==> config.mk <==
export PLATFORM = sky130hd
export DESIGN_NAME = load_store_unit
export DESIGN_NICKNAME = d
export VERILOG_FILES = /design/src/rtl/load_store_unit.sv
export SDC_FILE = /design/constraint.sdc
export NUM_CORES = 1
export LEC_CHECK = 0
export BUFFER_PORTS_ARGS = -buffer_cell sky130_fd_sc_hd__buf_2
export CELL_PAD_IN_SITES_DETAIL_PLACEMENT = 1
export CELL_PAD_IN_SITES_GLOBAL_PLACEMENT = 1
export CORE_MARGIN = 4
export CORE_UTILIZATION = 37
export DETAILED_ROUTE_END_ITERATION = 10
export PLACE_DENSITY_LB_ADDON = 0.1
export SYNTH_ARGS = -nofsm -noshare
export SYNTH_HDL_FRONTEND = slang
export SYNTH_SLANG_ARGS = --single-unit
==> constraint.sdc <==
create_clock -name clk -period 2.2 [get_ports clk]
set_input_delay 0.66 -clock clk [delete_from_list [all_inputs] [get_ports clk]]
set_output_delay 0.66 -clock clk [all_outputs]
set_load 0.005 [all_outputs]
==> src/rtl/load_store_unit.sv <==
// load_store_unit: turns one CPU load/store into memory_unit req/ack transactions, with sub-word RMW stores.
// Optional LSU_TIMEOUT_EN adds a WAIT-state watchdog that finishes the request with err 11.
module load_store_unit #(
  parameter int MEM_BYTES      = 4096,
  parameter int TIMEOUT_CYCLES = 16
) (
  input  logic        clk,
  input  logic        rst_n,
  input  logic        i_cpu_valid,
  input  logic        i_cpu_we,
  input  logic [1:0]  i_cpu_size,
  input  logic        i_cpu_unsigned,
  input  logic [31:0] i_cpu_addr,
  input  logic [31:0] i_cpu_wdata,
  output logic        o_cpu_busy,
  output logic        o_cpu_done,
  output logic [1:0]  o_cpu_err,
  output logic [31:0] o_cpu_rdata,
  output logic        o_mem_req,
  output logic        o_mem_we,
  output logic [31:0] o_mem_addr,
  output logic [31:0] o_mem_wdata,
  input  logic        i_mem_ack,
  input  logic [31:0] i_mem_rdata
);
  typedef enum logic [2:0] {IDLE, RD_REQ, RD_WAIT, WR_REQ, WR_WAIT, DONE} state_t;
  state_t      r_state, w_next;
  logic        r_we, r_uns;
  logic [1:0]  r_size, r_err;
  logic [31:0] r_addr, r_wdata, r_mwdata, r_rdata;
  logic        w_mis, w_rng, w_wait, w_tmo;
  logic [4:0]  w_amt;
  logic [31:0] w_sh, w_ext, w_mask, w_merge;
  assign w_mis  = (i_cpu_size == 2'b01 && i_cpu_addr[0]) || (i_cpu_size[1] && i_cpu_addr[1:0] != 2'b00);
  assign w_rng  = i_cpu_addr >= 32'(MEM_BYTES);
  assign w_wait = r_state == RD_WAIT || r_state == WR_WAIT;
  // Half lanes are selected by addr[1] only; byte lanes by addr[1:0].
  assign w_amt   = r_size[0] ? {r_addr[1], 4'b0000} : {r_addr[1:0], 3'b000};
  assign w_sh    = i_mem_rdata >> w_amt;
  assign w_ext   = r_size[1] ? i_mem_rdata :
                   r_size[0] ? {{16{~r_uns & w_sh[15]}}, w_sh[15:0]} :
                               {{24{~r_uns & w_sh[7]}}, w_sh[7:0]};
  assign w_mask  = (r_size[0] ? 32'h0000_FFFF : 32'h0000_00FF) << w_amt;
  assign w_merge = (i_mem_rdata & ~w_mask) | ((r_wdata << w_amt) & w_mask);
`ifdef LSU_TIMEOUT_EN
  localparam int CW = $clog2(TIMEOUT_CYCLES + 1);
  logic [CW-1:0] r_cnt;
  always_ff @(posedge clk or negedge rst_n) begin
    if (!rst_n) r_cnt <= '0;
    else if (!w_wait) r_cnt <= '0;
    else r_cnt <= r_cnt + 1'b1;
  end
  assign w_tmo = w_wait && !i_mem_ack && r_cnt == CW'(TIMEOUT_CYCLES - 1);
`else
  assign w_tmo = 1'b0;
`endif
  always_comb begin
    w_next = r_state;
    case (r_state)
      IDLE:    if (i_cpu_valid) w_next = (w_mis || w_rng) ? DONE :
                                         (!i_cpu_we || !i_cpu_size[1]) ? RD_REQ : WR_REQ;
      RD_REQ:  w_next = RD_WAIT;
      RD_WAIT: w_next = i_mem_ack ? (r_we ? WR_REQ : DONE) : w_tmo ? DONE : RD_WAIT;
      WR_REQ:  w_next = WR_WAIT;
      WR_WAIT: w_next = (i_mem_ack || w_tmo) ? DONE : WR_WAIT;
      default: w_next = IDLE;
    endcase
  end
  always_ff @(posedge clk or negedge rst_n) begin
    if (!rst_n) begin
      r_state  <= IDLE;
      r_we     <= 1'b0;
      r_uns    <= 1'b0;
      r_size   <= 2'b00;
      r_err    <= 2'b00;
      r_addr   <= '0;
      r_wdata  <= '0;
      r_mwdata <= '0;
      r_rdata  <= '0;
    end else begin
      r_state <= w_next;
      if (r_state == IDLE && i_cpu_valid) begin
        r_we     <= i_cpu_we;
        r_uns    <= i_cpu_unsigned;
        r_size   <= i_cpu_size;
        r_addr   <= i_cpu_addr;
        r_wdata  <= i_cpu_wdata;
        r_mwdata <= i_cpu_wdata;
        r_err    <= w_mis ? 2'b01 : w_rng ? 2'b10 : 2'b00;
      end
      if (r_state == RD_WAIT && i_mem_ack) begin
        if (r_we) r_mwdata <= w_merge;
        else r_rdata <= w_ext;
      end
      if (w_tmo) r_err <= 2'b11;
    end
  end
  assign o_cpu_busy  = r_state != IDLE;
  assign o_cpu_done  = r_state == DONE;
  assign o_cpu_err   = o_cpu_done ? r_err : 2'b00;
  assign o_cpu_rdata = r_rdata;
  assign o_mem_req   = r_state == RD_REQ || r_state == WR_REQ;
  assign o_mem_we    = r_state == WR_REQ;
  assign o_mem_addr  = {r_addr[31:2], 2'b00};
  assign o_mem_wdata = r_mwdata;
endmodule

==> results of run 1 <==
-- area by class of cell --
class                      instances  share of cell area [%]
clock buffer                      25                   6.279
clock inverter                     7                   1.142
timing repair buffer             221                   15.41
tap                              220                   3.488
sequential                       121                   38.42
inverter                           3                  0.1427
multi-input combinational        525                   35.12
-- flip-flops by register name (all words and copies together) (netlist names) --
name	flops
r_wdata	16
r_err	2
r_uns	1
o_cpu_rdata	32
r_state	3
r_addr	32
o_mem_wdata	32
r_we	1
r_size	2
-- stage by stage --
step	util, %	power (mW)	hold slack [ns]
2_1_floorplan	-	7.088	0.3644
3_3_place_gp	43.99	8.582	0.4540
3_5_place_dp	43.99	8.824	0.4614
4_1_cts	47.54	11.68	0.1042
5_1_grt	47.59	12.46	0.1160
6_report	47.59	11.55	0.1143
-- kinds of logic (layout without fill, tap and decap cells) --
| group | after synthesis | after routing | share of synthesized area [%] |
|---|---|---|---|
| buf+inv | 86 | 256 | 7.591 |
| other cells | 1 | 2 | 0.05987 |
| compound gates | 146 | 146 | 15.44 |
| flops | 121 | 121 | 48.34 |
| simple gates | 356 | 356 | 24.93 |
| mux | 20 | 20 | 3.496 |
| xor+xnor | 1 | 1 | 0.1399 |
-- layout by cell type, fill, tap and decap left out, types with 15 or more instances in the layout --
cell / n
a211oi_1: 24
o21a_1: 16
buf_2: 202
o22ai_1: 17
a21oi_1: 29
or3_1: 23
a22o_1: 16
mux2_2: 15
nand2_1: 241
nor2_1: 33
nand3_1: 18
o21ai_0: 15
a31oi_1: 23
clkbuf_16: 17
dfrtp_1: 118
-- routing by layer --
metal  up-vias  GRT usage (%)  share of wire, %  routed length [um]
li1       2789              -                 -                   -
met1      2955          29.82                43                9436
met2       213          36.95                47               10410
met3        34          7.079               7.8                1727
met4         2          7.384               2.4                 523
met5         -              0             0.059                  13
-- power groups by stage --
stage	sequential (mW)	combinational, mW	clock, mW
after floorplan	3.93	3.16	0
after global placement	4.06	4.52	0
after detailed placement	4.12	4.70	0
after CTS	4.11	4.76	2.82
after global routing	4.27	5.27	2.92
final	4.11	4.69	2.76
-- worst min path at each step --
stage / start / end / slack, ns / depth (start not counted)
after floorplan: rst_n / o_cpu_rdata[0] / 0.36 / 0
after global placement: r_err[0] / r_err[0] / 0.45 / 2
after detailed placement: r_addr[6] / r_addr[6] / 0.46 / 2
after CTS: rst_n / o_cpu_rdata[25] / 0.10 / 1
after global routing: rst_n / o_cpu_rdata[25] / 0.12 / 1
final: rst_n / o_cpu_rdata[25] / 0.11 / 1
==> out/metrics.yaml, run 1 <==
outcome:
  outcome: "finished clean"
clock_network:
  ctsResizeCount: 2
  insertion_delay_ns: 0.42
  holdBufCountCts: 0
  cts_tree: "done"
  cts_root_buf: "clkbuf_16"
  cts.clk_slew.worst_paths_ns: 0.06
  cts.path.max_buffers: 2
  h-tree-depth: 4
  post-cts-setup-buffers: 0
  clkSinkCount: 121
  cts_buffers: 17
sta:
  skew_ns: 0.01292
  min_period_ns: 2.131
  tightest_slew_ns: 0.6431
  final_max_slew_viol_count: 0
  rsz0062_at_grt: "false"
  setup_slack_ns: 0.06868
  period_share_pct: 96.88
  relSlewSlack_pct: 57.04
  setup_tns_ns: 0
  hold_violations: 0
  fmax_mhz: 469.2
  setup_violations: 0
worst_setup_path:
  cp-end-kind: "output pin"
  cp.depth: 3
  path_max_fanout: 9
  critPathLaunchType: "flop"
  r2r_end: "o_mem_wdata[23]"
  required_ns: 1.54
  critPathLaunch: "r_state[2]"
  crit_buf_inv: 2
  path_class: "reg2out"
  r2r_cells: 5
  cp-endpoint: "o_cpu_busy"
  arrival_ns: 1.47
  critical_path.max_stage_delay_ns: 0.46
  crit_chain: "buf_4 > or3_1 > buf_2"
  rr_startpoint: "r_addr[0]"
  slowest_stage: "dfrtp_2"
  r2r_setup_slack_ns: 0.28
  crit_family: "flip-flops"
floorplanning:
  die_h_um: 138.1
  row_count: 47
  ioPinCount: 206
  die_w_um: 138.1
  core_area_mm2: 0.01658
  start_util_pct: 37.77
  die_area_mm2: 0.01907
logic_synthesis:
  synth_area_per_cell_um2: 8.568
  synth.yosys.seq_area_share_pct: 48.34
  synth-seq-cells: 121
  yosys.area.top_type_share_pct: 48.34
  synth_flop_cell: "dfrtp_1"
  syn_inst: 731
  synth_edf_count: 0
  synthMostInstantiatedCell: "nand2_1"
  yosys_warnings: 0
  synth_area_mm2: 0.006264
  synth.distinct_cells: 40
  async_flop_share_pct: 100.0
  synth_top_cell_by_area: "dfrtp_1"
  netlist_top_cells_area: "dfrtp_1, nand2_1, buf_4"
  synth_common_cells: "nand2_1, dfrtp_1, clkbuf_1"
grt:
  antenna_found_initial: 1
  grt_pass1_vias: 6380
  track_usage_pct: 22.99
  grt_overflow_total: 0
  grt_pass1_wl_um: 35110
  grt_max_degree: 87
final_layout:
  final_cell_area_mm2: 0.007891
  multiInputGateArea_mm2: 0.002771
  nFillCells: 2010
  register_area_mm2: 0.003032
  fin_cells: 1122
  fin_nets: 993
  drive_gt1_share_pct: 30.38
  antenna_cells: 0
  area_growth_pct: 25.99
detailed_routing:
  drt_wl_total_um: 22110
  final_antenna_net_count: 0
  drc_errors: 0
  via_per_inst: 5.341
  routedWlPerCell_um: 19.71
  drtIter0Drc: 301
  vias: 5993
  dr.pass1.iters: 4
placed_design:
  dpl.cell_count: 1090
  placed_area_mm2: 0.007295
  dp_slack_ns: 0.04860
  post-dp-hpwl_um: 16290
  port_buffers: 203
  globalplace.congestion: 0.9057
pwr:
  switchingPower_mw: 4.402
  power_frac_comb_pct: 40.6
  seqPwrFrac_pct: 35.6
  p_leak_nw: 3.985
  ir_worst_vdd_uv: 641.5
  p_int_mw: 7.152
  powerDensity_mw_per_mm2: 1464
  swShare_pct: 38.10
  pwr-share-clk_pct: 23.9
run:
  maxCapViolCount: 0
worst_hold_path:
  min_path_type: "in2async"
Power figures use the tool's default switching activity.
==> inputs of run 2 (changes only) <==
--- a/config.mk
+++ b/config.mk
@@ -12,6 +12,7 @@
 export CORE_UTILIZATION = 37
 export DETAILED_ROUTE_END_ITERATION = 10
 export PLACE_DENSITY_LB_ADDON = 0.1
+export REMOVE_ABC_BUFFERS = 1
 export SYNTH_ARGS = -nofsm -noshare
 export SYNTH_HDL_FRONTEND = slang
 export SYNTH_SLANG_ARGS = --single-unit
==> run 2 against run 1 <==
Against the previous run: count of clock-buffer cells in the layout shrank 1; wire length down 2.7%; combinational power about the same; die area did not move; sequential share of layout area is 0.28 points lower; first-iteration DRC count is 56% higher; total power grew 1.3%; sequential power grew 1%; non-clock buffer count increased by 5; global-route usage decreased by 0.51 points; worst hold slack gained 0.14 ns; flip-flop and latch count did not move; critical endpoint unchanged; largest power group unchanged.
==> out/metrics.yaml, run 2 (synthesis gave the netlist of run 1 again) <==
placed_design:
  post-dp-hpwl_um: 15410  # -5.4%
  port_buffers: 203  # unchanged
  dpl.cell_count: 1095  # +0.46%
  globalplace.congestion: 0.8320  # -8.1%
clock_network:
  insertion_delay_ns: 0.42  # about the same
  cts_buffers: 17  # unchanged
  holdBufCountCts: 0  # unchanged
  cts.path.max_buffers: 2  # unchanged
  h-tree-depth: 4  # unchanged
  clkSinkCount: 121  # unchanged
  cts_tree: "done"
  post-cts-setup-buffers: 0  # unchanged
  cts_root_buf: "clkbuf_16"
  ctsResizeCount: 1  # -1
  cts.clk_slew.worst_paths_ns: 0.06  # about the same
pwr:
  swShare_pct: 38.01  # -0.094 points
  total_power_mw: 11.71  # +1.3%
  switchingPower_mw: 4.449  # +1.1%
  power_frac_comb_pct: 40.0  # -0.6 points
  p_leak_nw: 4.023  # +0.95%
  p_int_mw: 7.256  # +1.5%
  ir_worst_vdd_uv: 670.2  # +4.5%
  powerDensity_mw_per_mm2: 1473  # +0.62%
  seqPwrFrac_pct: 35.5  # about the same
  pwr-share-clk_pct: 24.5  # +0.6 points
floorplanning:
  core_area_mm2: 0.01658  # unchanged
  die_area_mm2: 0.01907  # unchanged
  die_w_um: 138.1  # unchanged
  die_h_um: 138.1  # unchanged
  row_count: 47  # unchanged
  start_util_pct: 37.77  # unchanged
  ioPinCount: 206  # unchanged
detailed_routing:
  routedWlPerCell_um: 19.10  # -3.1%
  drt_wl_total_um: 21530  # -2.7%
  vias: 5968  # -0.42%
  dr.pass1.iters: 4  # unchanged
  via_per_inst: 5.295  # -0.86%
  drc_errors: 0  # unchanged
  drtIter0Drc: 469  # +56%
  final_antenna_net_count: 0  # unchanged
sta:
  rsz0062_at_grt: "false"
  hold_violations: 0  # unchanged
  fmax_mhz: 473.7  # +0.96%
  period_share_pct: 95.96  # -0.92 points
  relSlewSlack_pct: 56.36  # -0.68 points
  tightest_slew_ns: 0.6532  # +0.01013 ns
  skew_ns: 0.009699  # -0.003221 ns
  final_max_slew_viol_count: 0  # unchanged
  setup_violations: 0  # unchanged
  min_period_ns: 2.111  # -0.02024 ns
worst_setup_path:
  critPathLaunchType: "flop"
  r2r_setup_slack_ns: 0.26  # -0.02 ns
  cp-end-kind: "output pin"
  rr_startpoint: "r_size[0]"
  path_class: "reg2out"
  required_ns: 1.54  # about the same
  path_max_fanout: 12  # +3
  r2r_end: "o_mem_wdata[5]"
  arrival_ns: 1.45  # -0.02 ns
  r2r_cells: 5  # unchanged
grt:
  grt_pass1_wl_um: 34730  # -1.1%
  track_usage_pct: 22.48  # -0.51 points
  antenna_found_initial: 2  # +1
  grt_overflow_total: 0  # unchanged
  grt_pass1_vias: 6350  # -0.47%
  grt_max_degree: 87  # unchanged
final_layout:
  drive_gt1_share_pct: 30.65  # +0.27 points
  final_cell_mix: "nand2_1, buf_2, dfrtp_1, nor2_1, a21oi_1"
  fin_nets: 998  # +0.50%
  multiInputGateArea_mm2: 0.002771  # unchanged
  register_area_mm2: 0.003030  # about the same
  area_growth_pct: 26.85
  final_common_cell: "nand2_1"
  nFillCells: 2014  # +0.20%
  fin_cells: 1127  # +0.45%
  antenna_cells: 0  # unchanged
worst_hold_path:
  min_path_type: "in2async"
run:
  maxCapViolCount: 0  # unchanged
outcome:
  outcome: "finished clean"
[run 2: cell types whose count changed in the layout (fill, tap and decap cells not counted), sizes merged]
cell      previous run  this run
clkbuf              25        24
clkinv               3         4
clkinvlp             2         1
bufinv               2         3
buf                221       226
[run 2: area by class of cell]
class / count / area share (%)
clock buffer: 24 / 6.063
tap: 220 / 3.465
multi-input combinational: 525 / 34.88
clock inverter: 8 / 1.480
timing repair buffer: 226 / 15.83
sequential: 121 / 38.14
inverter: 3 / 0.1417
[run 2: stage by stage]
step,setup TNS [ns],cell area (um2),worst slack [ns],hold WS [ns],utilization (%)
finish,0,7945,0.08892,0.2497,47.91
global route,0,7945,0.02132,0.2689,47.91
CTS,0,7934,0.006728,0.2600,47.84
detailed placement,0,7332,0.1907,0.4594,44.21
global placement,0,7332,0.1894,0.4526,44.21
floorplan,-43.33,5803,-0.6822,0.3644,-
[run 2: worst max-delay path, cell delays in order (launching register included)]
cell     delay [ns]
dfrtp_1        0.39
buf_6          0.16
or3_1          0.36
buf_2          0.13
[run 2: how the worst max path moves through the flow]
stage | startpoint | to | slack (ns) | depth (start not counted)
6_report | r_state[1] | o_cpu_busy | 0.09 | 3
5_1_grt | r_state[1] | o_cpu_busy | 0.02 | 3
4_1_cts | r_state[0] | o_cpu_err[1] | 0.007 | 3
3_5_place_dp | i_cpu_valid | o_mem_wdata[29] | 0.19 | 6
3_3_place_gp | i_cpu_addr[17] | r_state[1] | 0.19 | 5
2_1_floorplan | i_cpu_valid | o_mem_wdata[0] | -0.68 | 4
[run 2: power by group through the flow]
stage / logic (mW) / registers [mW] / clock network, mW
floorplan: 2.41 / 4.16 / 0
CTS: 4.75 / 4.16 / 2.92
global placement: 4.52 / 4.12 / 0
finish: 4.69 / 4.15 / 2.87
global route: 5.29 / 4.29 / 3.04
detailed placement: 4.71 / 4.17 / 0
[run 2: routing by layer]
layer / vias to the layer above / global-route usage, % / part of all wire (%)
met2: 205 / 36.97 / 49
met4: 4 / 5.980 / 1.3
li1: 2793 / - / -
met1: 2941 / 28.55 / 42
met5: - / 0 / 0.093
met3: 25 / 7.562 / 7.8
